<file path="src/rtl/cfg_bus_pkg.sv">
// Shared definitions for the configuration bus writer: pin mapping on ui_in,
// word count and the sequencing state encoding.
package cfg_bus_pkg;

    localparam int CFG_WORDS    = 8;
    localparam int STROBE_BIT   = 7;
    localparam int ADDR_LSB     = 1;
    localparam int BYTE_SEL_BIT = 0;

    typedef enum logic [1:0] {
        IDLE  = 2'd0,
        SETUP = 2'd1,
        HIGH  = 2'd2,
        LOW   = 2'd3
    } state_e;

    // Address field may be up to bits [6:1]; narrower addresses arrive zero-extended.
    function automatic logic [7:0] make_ctrl(input logic [5:0] addr,
                                             input logic       byte_sel,
                                             input logic       strobe);
        logic [7:0] ctrl;
        ctrl                   = '0;
        ctrl[ADDR_LSB +: 6]    = addr;
        ctrl[BYTE_SEL_BIT]     = byte_sel;
        ctrl[STROBE_BIT]       = strobe;
        return ctrl;
    endfunction

endpackage

</file>
<file path="src/rtl/cfg_phase_timer.sv">
// Loadable down-counter shared by all bus phases; zero marks the last cycle
// of the current phase.
module cfg_phase_timer
    import cfg_bus_pkg::*;
#(
    parameter int CNT_BITS = 4
) (
    input  logic                clk,
    input  logic                reset,
    input  logic                load,
    input  logic [CNT_BITS-1:0] load_val,
    output logic                zero
);

    logic [CNT_BITS-1:0] cnt_q, cnt_d;

    always_comb begin
        cnt_d = cnt_q;
        if (load) begin
            cnt_d = load_val;
        end else if (cnt_q != '0) begin
            cnt_d = cnt_q - CNT_BITS'(1);
        end
    end

    always_ff @(posedge clk) begin
        if (reset) begin
            cnt_q <= '0;
        end else begin
            cnt_q <= cnt_d;
        end
    end

    assign zero = (cnt_q == '0);

endmodule

</file>
<file path="src/rtl/cfg_bus_writer.sv">
// Serialises 16-bit config word writes into strobed byte transfers on the
// synth's ui_in/uio_in pins, timed for a 2-flop strobe synchroniser.
//
//   state | meaning
//   IDLE  | strobe low, bus holds last byte, ready for a write
//   SETUP | byte, address and byte select driven, strobe low
//   HIGH  | strobe high, everything else held
//   LOW   | strobe low, everything else held; then next byte or done
module cfg_bus_writer
    import cfg_bus_pkg::*;
#(
    parameter int CEIL_LOG2_CFG_WORDS = $clog2(CFG_WORDS),
    parameter int SETUP_CYCLES        = 1,
    parameter int STROBE_HIGH_CYCLES  = 4,
    parameter int STROBE_LOW_CYCLES   = 4,
    parameter int CNT_BITS            = 4
) (
    input  logic                           clk,
    input  logic                           reset,
    input  logic                           wr_valid,
    output logic                           wr_ready,
    input  logic [CEIL_LOG2_CFG_WORDS-1:0] wr_addr,
    input  logic [15:0]                    wr_data,
    input  logic [1:0]                     wr_be,
    output logic                           done,
    output logic [7:0]                     bus_data,
    output logic [7:0]                     bus_ctrl
);

    localparam logic [CNT_BITS-1:0] SETUP_LD = CNT_BITS'(SETUP_CYCLES - 1);
    localparam logic [CNT_BITS-1:0] HIGH_LD  = CNT_BITS'(STROBE_HIGH_CYCLES - 1);
    localparam logic [CNT_BITS-1:0] LOW_LD   = CNT_BITS'(STROBE_LOW_CYCLES - 1);

    state_e                           state_q, state_d;
    logic [CEIL_LOG2_CFG_WORDS-1:0]   addr_q, addr_d;
    logic [15:0]                      data_q, data_d;
    logic [1:0]                       be_q, be_d;
    logic                             sel_q, sel_d;
    logic [7:0]                       bus_data_q, bus_data_d;
    logic [7:0]                       bus_ctrl_q, bus_ctrl_d;
    logic                             done_q, done_d;

    logic                             tmr_load;
    logic [CNT_BITS-1:0]              tmr_val;
    logic                             tmr_zero;

    cfg_phase_timer #(
        .CNT_BITS (CNT_BITS)
    ) u_timer (
        .clk      (clk),
        .reset    (reset),
        .load     (tmr_load),
        .load_val (tmr_val),
        .zero     (tmr_zero)
    );

    always_comb begin
        state_d    = state_q;
        addr_d     = addr_q;
        data_d     = data_q;
        be_d       = be_q;
        sel_d      = sel_q;
        bus_data_d = bus_data_q;
        bus_ctrl_d = bus_ctrl_q;
        done_d     = 1'b0;
        tmr_load   = 1'b0;
        tmr_val    = '0;

        case (state_q)
            IDLE: begin
                if (wr_valid) begin
                    addr_d = wr_addr;
                    data_d = wr_data;
                    be_d   = wr_be;
                    if (wr_be == 2'b00) begin
                        done_d = 1'b1;
                    end else begin
                        // Low byte goes first whenever it is enabled.
                        sel_d      = ~wr_be[0];
                        state_d    = SETUP;
                        tmr_load   = 1'b1;
                        tmr_val    = SETUP_LD;
                        bus_data_d = sel_d ? wr_data[15:8] : wr_data[7:0];
                        bus_ctrl_d = make_ctrl(6'(wr_addr), sel_d, 1'b0);
                    end
                end
            end
            SETUP: begin
                if (tmr_zero) begin
                    state_d                = HIGH;
                    tmr_load               = 1'b1;
                    tmr_val                = HIGH_LD;
                    bus_ctrl_d[STROBE_BIT] = 1'b1;
                end
            end
            HIGH: begin
                if (tmr_zero) begin
                    state_d                = LOW;
                    tmr_load               = 1'b1;
                    tmr_val                = LOW_LD;
                    bus_ctrl_d[STROBE_BIT] = 1'b0;
                end
            end
            LOW: begin
                if (tmr_zero) begin
                    if (!sel_q && be_q[1]) begin
                        sel_d      = 1'b1;
                        state_d    = SETUP;
                        tmr_load   = 1'b1;
                        tmr_val    = SETUP_LD;
                        bus_data_d = data_q[15:8];
                        bus_ctrl_d = make_ctrl(6'(addr_q), 1'b1, 1'b0);
                    end else begin
                        state_d = IDLE;
                        done_d  = 1'b1;
                    end
                end
            end
            default: begin
                state_d = IDLE;
            end
        endcase
    end

    always_ff @(posedge clk) begin
        if (reset) begin
            state_q    <= IDLE;
            addr_q     <= '0;
            data_q     <= '0;
            be_q       <= '0;
            sel_q      <= 1'b0;
            bus_data_q <= '0;
            bus_ctrl_q <= '0;
            done_q     <= 1'b0;
        end else begin
            state_q    <= state_d;
            addr_q     <= addr_d;
            data_q     <= data_d;
            be_q       <= be_d;
            sel_q      <= sel_d;
            bus_data_q <= bus_data_d;
            bus_ctrl_q <= bus_ctrl_d;
            done_q     <= done_d;
        end
    end

    assign wr_ready = (state_q == IDLE) && !reset;
    assign done     = done_q;
    assign bus_data = bus_data_q;
    assign bus_ctrl = bus_ctrl_q;

endmodule

</file>
<file path="config.mk">
export PLATFORM = sky130hd
export DESIGN_NAME = cfg_bus_writer
export DESIGN_NICKNAME = d
export VERILOG_FILES = /design/src/rtl/cfg_bus_pkg.sv /design/src/rtl/cfg_phase_timer.sv /design/src/rtl/cfg_bus_writer.sv
export SDC_FILE = /design/constraint.sdc
export NUM_CORES = 1
export LEC_CHECK = 0
export ABC_CLOCK_PERIOD_IN_PS = 2410
export CORE_MARGIN = 2
export CORE_UTILIZATION = 35
export DETAILED_ROUTE_END_ITERATION = 8
export GPL_ROUTABILITY_DRIVEN = 0
export HOLD_SLACK_MARGIN = 0.06
export PLACE_DENSITY = 0.63
export SLEW_MARGIN = 15
export SYNTH_ARGS = -nofsm -noshare
export SYNTH_HDL_FRONTEND = slang
export SYNTH_SLANG_ARGS = --single-unit
</file>
<file path="constraint.sdc">
create_clock -name clk -period 2.41 [get_ports clk]
set_input_delay 0.241 -clock clk [delete_from_list [all_inputs] [get_ports clk]]
set_output_delay 0.241 -clock clk [all_outputs]
set_load 0.05 [all_outputs]
</file>
==> metrics, run 1 <==
final worst-path cycle share 0.811; Routed WL around 3800 um; Post-Synthesis Cells 191; nets around 260; Area Overhead vs Synth 32.8%; final core occ 0.486; FF+latch count, synth 32; vias in the first global route 1,325; CP Max Fanout 12; ys flop type dfxtp_1; CTS tree built; switching pwr ~1.2 mW; leakage 0.830 nW; CTS HTree Levels 2; final hold vios 0; wire per inst 13.5 um; die area 0.00514 sq mm; DRT iter0 DRCs 90; Post-synth EDFFs 0; worst min path class register to register; Starting Density 0.366; count leader, synth nand2_1; Post-synth ARST share 0; initial antenna violation count 0; critical path class register to register; root buffer cell clkbuf_8; post-cts sizing count 0; Filler Cell Count 430; core area 0.00438 sq mm; Die Y 71.7 um; top post-synthesis cells by count nand2_1 (35), dfxtp_1 (32), a21oi_1 (29), mux2i_1 (13), o21ai_0 (10); share of cells above drive strength 1 0.0905; final count of pins violating max slew 0; total grt overflow 0; I/O Pins 42; Slowest cell on crit path o21ai_2; clock share of power 0.137; post-CTS setup buffers 0; share of power burned in registers 0.292; drt drc 0; Max Cap Viol 0; worst path arrival time approximately 2.1 ns; RSZ-0062 raised after global routing false; Int Power roughly 1.5 mW; outcome complete, no violations; sequential share of the synthesized area 0.399; Synth area leaders dfxtp_1 (40%), a21oi_1 (9.0%), nand2_1 (8.2%); GRT Total Usage 0.155; Pwr Total between 2 and 3 mW; crit end category register; drt first pass iters 4; Pwr per Cell Area 1290 mW/mm^2; post-route ant nets 0; synth warn 0; die width 71.7 um; CTS buffer count 5; setup_tns 0 ns; largest net degree at the start of global routing 20; combinational share of power 0.571; Netlist cell types 37; Critical Path Start Type register; insertion delay to the later sink of the worst-skew pair ~0.27 ns; Post-Route Skew between 0.003 and 0.004 ns; Synth top area share 0.399; VDD IR max about 0.67 mV; CP max stage delay 0.46 ns; Synth Area per Inst ~8.4 sq um; vias per cell 5.19; DR vias 1,474; cts hold-fix bufs 0; Reg clk slew, reported paths 0.06 ns; Netlist Area Pre-Place 0.00161 sq mm; Synth area leader dfxtp_1; clock buffer depth 2; Sw Ratio 0.455; worst slew pin tran 0.545 ns; Setup-failing EPs final 0; hpwl dp approximately 2800 um; FP Rows 24; Multi-input gate area 880 sq um; Critical Path, Cell by Cell inv_1, ha_1, or3b_4, o21ai_2, a21oi_1, a311oi_1; first-pass GRT wire length ~6300 um; I/O Buffers 38; Slew HR 0.637; ANT cells 0; post-layout min period roughly 2.0 ns; required time of the critical path ~2.6 ns; # clock sinks 32; Sequential cell area 641 sq um; Fmax 512 MHz
==> power by group through the flow <==
stage	sequential, mW	clock [mW]	combinational, mW
after floorplan	1.08	0	0.809
after global placement	0.813	0	1.56
after detailed placement	0.811	0	1.57
after CTS	0.802	0.383	1.57
after global routing	0.824	0.406	1.70
final	0.802	0.377	1.57
==> area by class of cell <==
type | instances | share of cell area
well taps | 52 | 0.0305
clock buffers | 6 | 0.0340
repair buffers | 46 | 0.211
flip-flops and latches | 32 | 0.300
inverters | 5 | 0.00880
clock inverters | 1 | 0.00235
multi-input cells | 142 | 0.413
==> registers in the layout, indices dropped and copies added (netlist names) <==
name and count:
addr_q 3, be_q 1, bus_ctrl 4, bus_data 8
data_q 8, done 1, sel_q 1, state_q 2
u_timer.cnt_q 4
==> cells by family after synthesis <==
group / synth area share
other cells: 0.00234
mux: 0.0881
xor+xnor: 0.00546
buf+inv: 0.0577
flops: 0.399
fa+ha+maj: 0.0468
compound gates: 0.250
simple gates: 0.150
==> placed cells by master, fill, tap and decap left out, types with 2 or more instances in the layout <==
cell              n
a211oi_1          4
a21o_1            2
a21oi_1          29
buf_4             8
clkbuf_8          5
clkdlybuf4s50_1  37
conb_1            3
dfxtp_1          32
ha_1              6
inv_1             4
mux2i_1          13
nand2_1          35
nor2_1            8
nor2b_1           2
nor3_1            2
o2111ai_1         8
o21ai_0          10
o21ai_1           2
or3_1             2
==> per-stage QoR <==
stage                     instance area [sq um]  setup WS (ns)  hold slack [ns]  std cells
after floorplan                            1610          0.663            0.377        193
after global placement                     2050          0.504            0.443        277
after detailed placement                   2050          0.492            0.447        277
after CTS                                  2130          0.474            0.458        284
after global routing                       2130          0.283            0.481        284
final                                      2130          0.455            0.460        284
==> layer usage <==
metal	vias up	track usage	part of all wire
met4	0	0.0587	0.015
met3	4	0.0380	0.045
met1	674	0.211	0.48
met2	38	0.236	0.46
li1	758	-	-
met5	-	0	0
==> critical path, delay by kind of cell (launching register included) <==
family / cells / cell delay [ns]
AOI/OAI and AO/OA: 3 / 0.84
adders and majority gates: 1 / 0.22
buffers and inverters: 1 / 0.08
DFF: 1 / 0.30
and+or+nand+nor: 1 / 0.43
==> final timing paths <==
check | from | end | slack (ns) | depth (start not counted)
worst max-delay path | u_timer.cnt_q[0] | sel_q | 0.46 | 6
worst max register to register | u_timer.cnt_q[0] | sel_q | 0.46 | 6
worst min register to register | data_q[11] | data_q[11] | 0.46 | 2
worst min-delay path | data_q[11] | data_q[11] | 0.46 | 2
Power figures use the tool's default switching activity.
==> run 2: changes to the inputs <==
ABC_CLOCK_PERIOD_IN_PS = 1850   (was 2410)
clock period = 1.85 ns   (was 2.41 ns; I/O delays follow)
==> metrics, run 2 (synthesis gave the netlist of run 1 again) <==
outcome complete, no violations; Fmax 578 MHz; root buffer cell clkbuf_8; Slew HR 0.668; core area ~0.0044 sq mm; vias in the first global route 1,417; Max Cap Viol 0; FP Rows 24; post-route ant nets 0; worst min path class register to register; Critical Path, Cell by Cell inv_1, ha_4, or3b_4, a222oi_1, mux2i_1, nor2_1; post-route cell area between 0.002 and 0.0025 sq mm; drt first pass iters 4; CTS buffer count 5; post-layout min period 1.73 ns; DR vias 1,515; crit end category register; largest net degree at the start of global routing 18; leakage 0.873 nW; hpwl dp roughly 2900 um; GRT Total Usage 0.165; first-pass GRT wire length 6590 um; DRT iter0 DRCs 80; ANT cells 0; # clock sinks 32; cts hold-fix bufs 0; final worst-path cycle share 0.934; die area ~0.0051 sq mm; die width 71.7 um; total grt overflow 0; nets 269; Critical Path Start Type register; required time of the critical path 2.03 ns; Reg clk slew, reported paths 0.07 ns; share of power burned in registers 0.281; worst path arrival time ~1.9 ns; Filler Cell Count 443; initial antenna violation count 0; Pwr Total 3.73 mW; Starting Density 0.366; Pwr per Cell Area between 1500 and 2000 mW/mm^2; CP max stage delay approximately 0.4 ns; Routed WL approximately 3800 um; commonest non-fill, non-tap cell in the layout clkdlybuf4s50_1; critical path depth 6; I/O Pins 42; Area Overhead vs Synth 38.2%; placed cell area 0.00210 sq mm; DP Cell Count 283; setup_tns 0 ns; CP Max Fanout 5; Setup-failing EPs final 0; final count of pins violating max slew 0; Int Power 2.07 mW; worst path bufs/invs 1; wire per inst 13.1 um; Sw Ratio 0.446; critical path class register to register; R2R setup slack 0.12 ns; switching pwr 1.67 mW; Die Y 71.7 um; path depth of the worst reg2reg path 6; VDD IR max between 0.7 and 0.8 mV; Post-Route Skew 0.00732 ns; final non-filler cell total 292; drt drc 0; share of cells above drive strength 1 0.150; clock buffer depth 2; worst slew pin tran 0.496 ns; insertion delay to the later sink of the worst-skew pair 0.29 ns; Top Family by Delay on Critical Path simple AND/OR/NAND/NOR gates; RSZ-0062 raised after global routing false; final hold vios 0; Hold Path Stages 2; Slowest cell on crit path or3b_4; I/O Buffers 38; CTS tree built; clock share of power 0.148; highest-count cells in the layout ignoring fill and taps clkdlybuf4s50_1 (37), nand2_1 (35), dfxtp_1 (31), a21oi_1 (29), buf_4 (15); CTS HTree Levels 2; combinational share of power 0.572; vias per cell 5.19
## run 2: cell count changes in the layout (fill, tap and decap cells not counted), sizes merged
cell,change
buf,+7
clkinv,+1
## run 2: worst reg2reg max path, delay by kind of cell, from the launching register on
family / cells / cell delay (ns)
muxes: 1 / 0.23
adders and majority gates: 1 / 0.15
and+or+nand+nor: 2 / 0.46
AOI/OAI and AO/OA: 1 / 0.38
DFF: 1 / 0.32
buffers and inverters: 1 / 0.09
## run 2: final timing paths
check / startpoint / endpoint
worst max register to register: u_timer.cnt_q[1] / bus_ctrl[7]
worst min-delay path: addr_q[0] / addr_q[0]
worst max-delay path: u_timer.cnt_q[1] / bus_ctrl[7]
worst min register to register: addr_q[0] / addr_q[0]
## run 2: per-stage QoR
step                      setup WS, ns  hold slack, ns   util
final                            0.121           0.456  0.506
after detailed placement        0.0230           0.447  0.479
after global routing            0.0114           0.483  0.506
after global placement          0.0672           0.443  0.479
after CTS                       0.0195           0.457  0.500
after floorplan                  0.103           0.321      -
## run 2: layer usage
layer | routed length [um] | up-vias | global-route usage
met3 | 167 | 10 | 0.0478
met1 | 1870 | 699 | 0.221
met2 | 1710 | 32 | 0.254
li1 | - | 774 | -
met4 | 82 | 0 | 0.0566
met5 | 0 | - | 0
## run 2: timing repair
| item | 4_1_cts | 5_1_grt |
|---|---|---|
| endpoints found under the setup margin | 0 | 10 |
| gates resized for setup | 0 | 7 |
| buffers inserted | 0 | 1 |
## run 2: power by group through the flow
stage	clock network (mW)	logic, mW	registers, mW
floorplan	0	1.05	1.41
global placement	0	2.07	1.05
detailed placement	0	2.09	1.05
CTS	0.560	2.09	1.04
global route	0.597	2.32	1.08
finish	0.552	2.13	1.05
## run 2: area by class of cell
type | count | area (sq um) | area share
repair buffers | 53 | 503 | 0.227
clock inverters | 2 | 10.0 | 0.00451
flip-flops and latches | 32 | 642 | 0.289
well taps | 52 | 65.1 | 0.0293
inverters | 5 | 18.8 | 0.00846
multi-input cells | 142 | 897 | 0.404
clock buffers | 6 | 82.6 | 0.0372
==> RTL edit (settings of run 2) <==
Set the package constant `CFG_WORDS` to 4 (it was 8).
--- a/src/rtl/cfg_bus_pkg.sv
+++ b/src/rtl/cfg_bus_pkg.sv
@@ -2,7 +2,7 @@
 // word count and the sequencing state encoding.
 package cfg_bus_pkg;
 
-    localparam int CFG_WORDS    = 8;
+    localparam int CFG_WORDS    = 4;
     localparam int STROBE_BIT   = 7;
     localparam int ADDR_LSB     = 1;
     localparam int BYTE_SEL_BIT = 0;
Ports: changed (resized wr_addr); port bits go from 42 to 41. The function was not compared with the original's and may differ.
==> RTL edit against run 2 <==
  * Sequential cell count down 2
  * Synthesized area down 2.3%
  * Combinational power down 3%
  * Setup slack better by 0.034 ns
  * Die area down 2.1%
  * Cell count down 4.5%
  * Wire length down 3.1%
  * Critical path depth down 2
  * Non-clock buffer count down 5
  * Design area down 5.3%
  * Register-to-register slack better by 0.05 ns
  * Power down 5.4%
  * Largest cell class unchanged
==> RTL edit: results (changes against run 2) <==
logic_synthesis:
  async_flop_share: 0  # unchanged
  synth_compound_area_frac: 0.258  # +0.00738
  syn_avg_cell_area_sq_um: 8.53  # +1.5%
  synth-xor-area-share: 0.0112  # +0.00571
  synth_fa_ha_area_frac: 0.0478  # +0.00108
  ys.flop_type: "dfxtp_1"
  yosysWarnings: 0  # unchanged
  ys_seq_area_frac: 0.383  # -0.0163
  synth.area.mux_share: 0.0774  # -0.0107
  yosys.cell_types.count: 37  # unchanged
  ys_top_cells_by_area: "dfxtp_1 (38%), a21oi_1 (8.9%), nand2_1 (7.9%), mux2i_1 (7.0%), ha_1 (4.8%)"
  synth_commonest_cells: "nand2_1 (33), dfxtp_1 (30), a21oi_1 (28)"
final_layout:
  stdcell_count: 279  # -4.5%
  drive_gt1_frac: 0.106  # -0.0443
  antenna_cells: 0  # unchanged
  fillCellCount: 437  # -1.4%
  finalNetCount: 256  # -4.8%
global_route:
  grt_use_total: 0.155  # -0.00944
  grt_max_degree: 23  # +5
  grt_pass1_wl_mm: 6.17  # -6.4%
  grt_pass1_vias: 1343  # -5.2%
  antenna_found_initial: 0  # unchanged
critical_path:
  path_max_fanout: 8  # +3
  crit_family: "flip-flops"
  critical_path_arrival_ns: 1.51  # -0.40 ns
  cpPeakStageDelay_ns: 0.33  # -0.08 ns
  slowest_stage: "dfxtp_1"
cts:
  cts-buffers-inserted: 5  # unchanged
  clock_latency_ns: 0.28
  clk_root_buffer_cell: "clkbuf_8"
  clk_pin_slew_ns: 0.06
  ctsHtreeMaxLevel: 2  # unchanged
  cts_buffer_depth: 2  # unchanged
status:
  status: "complete, no violations"
detailed_routing:
  drt-initial-drc-count: 88  # +10%
  vias: 1459  # -3.7%
  drc: 0  # unchanged
  firstDrtPassIters: 4  # unchanged
  post_drt_wl_per_cell_microns: 13.3  # +1.5%
place:
  io_buffers: 36  # -5.3%
  dpl.hpwl_mm: 2.62  # -8.3%
  place_inst: 270  # -4.6%
power_and_ir_drop:
  p_switching_uw: 1590  # -4.5%
  peakVddDrop_mv: 0.736  # -4.2%
  leakage_uw: 0.000816  # -6.6%
min_path:
  hold_path.class: "reg -> reg"
timing:
  setup-violations-final: 0  # unchanged
  worst_pin_slew_ns: 0.496  # -0.000222 ns
  fin_skew_ns: 0.00573  # -0.00159 ns
RTL edit: power groups by stage:
| stage | clock network, uW | logic, uW | registers [uW] |
|---|---|---|---|
| 6_report | 484 | 2060 | 991 |
| 5_1_grt | 523 | 2230 | 1020 |
| 2_1_floorplan | 0 | 1110 | 1340 |
| 4_1_cts | 499 | 2020 | 993 |
| 3_5_place_dp | 0 | 2010 | 1000 |
| 3_3_place_gp | 0 | 1990 | 1000 |
RTL edit: final timing paths:
check / from / end / slack, ns / cells after the start
worst max-delay path: state_q[0] / wr_ready / 0.16 / 4
worst min-delay path: data_q[14] / data_q[14] / 0.46 / 2
worst max register to register: u_timer.cnt_q[0] / sel_q / 0.17 / 7
worst min register to register: data_q[14] / data_q[14] / 0.46 / 2
RTL edit: what timing repair did:
action                                  CTS  global route
buffers inserted                          0             2
gates resized for setup                   0             1
endpoints found under the setup margin    0            12
RTL edit: stage by stage:
step | setup slack (ns) | hold slack, ns | utilization | instance area [sq um]
floorplan | 0.212 | 0.321 | - | 1580
global placement | 0.102 | 0.441 | 0.461 | 1990
detailed placement | 0.0633 | 0.451 | 0.461 | 1990
CTS | 0.0510 | 0.460 | 0.479 | 2070
global route | 0.0148 | 0.472 | 0.486 | 2100
finish | 0.155 | 0.456 | 0.486 | 2100
RTL edit: routing by layer:
layer | up-vias | GRT usage | part of all wire
met5 | - | 0 | 0
met1 | 672 | 0.192 | 0.45
met3 | 7 | 0.0499 | 0.058
met2 | 42 | 0.250 | 0.47
met4 | 0 | 0.0650 | 0.017
li1 | 738 | - | -
RTL edit: layout make-up:
class	count	area [sq um]	area share
clock buffers	7	76.3	0.0363
inverters	6	22.5	0.0107
multi-input cells	136	863	0.411
flip-flops and latches	30	601	0.286
well taps	52	65.1	0.0310
repair buffers	48	473	0.225
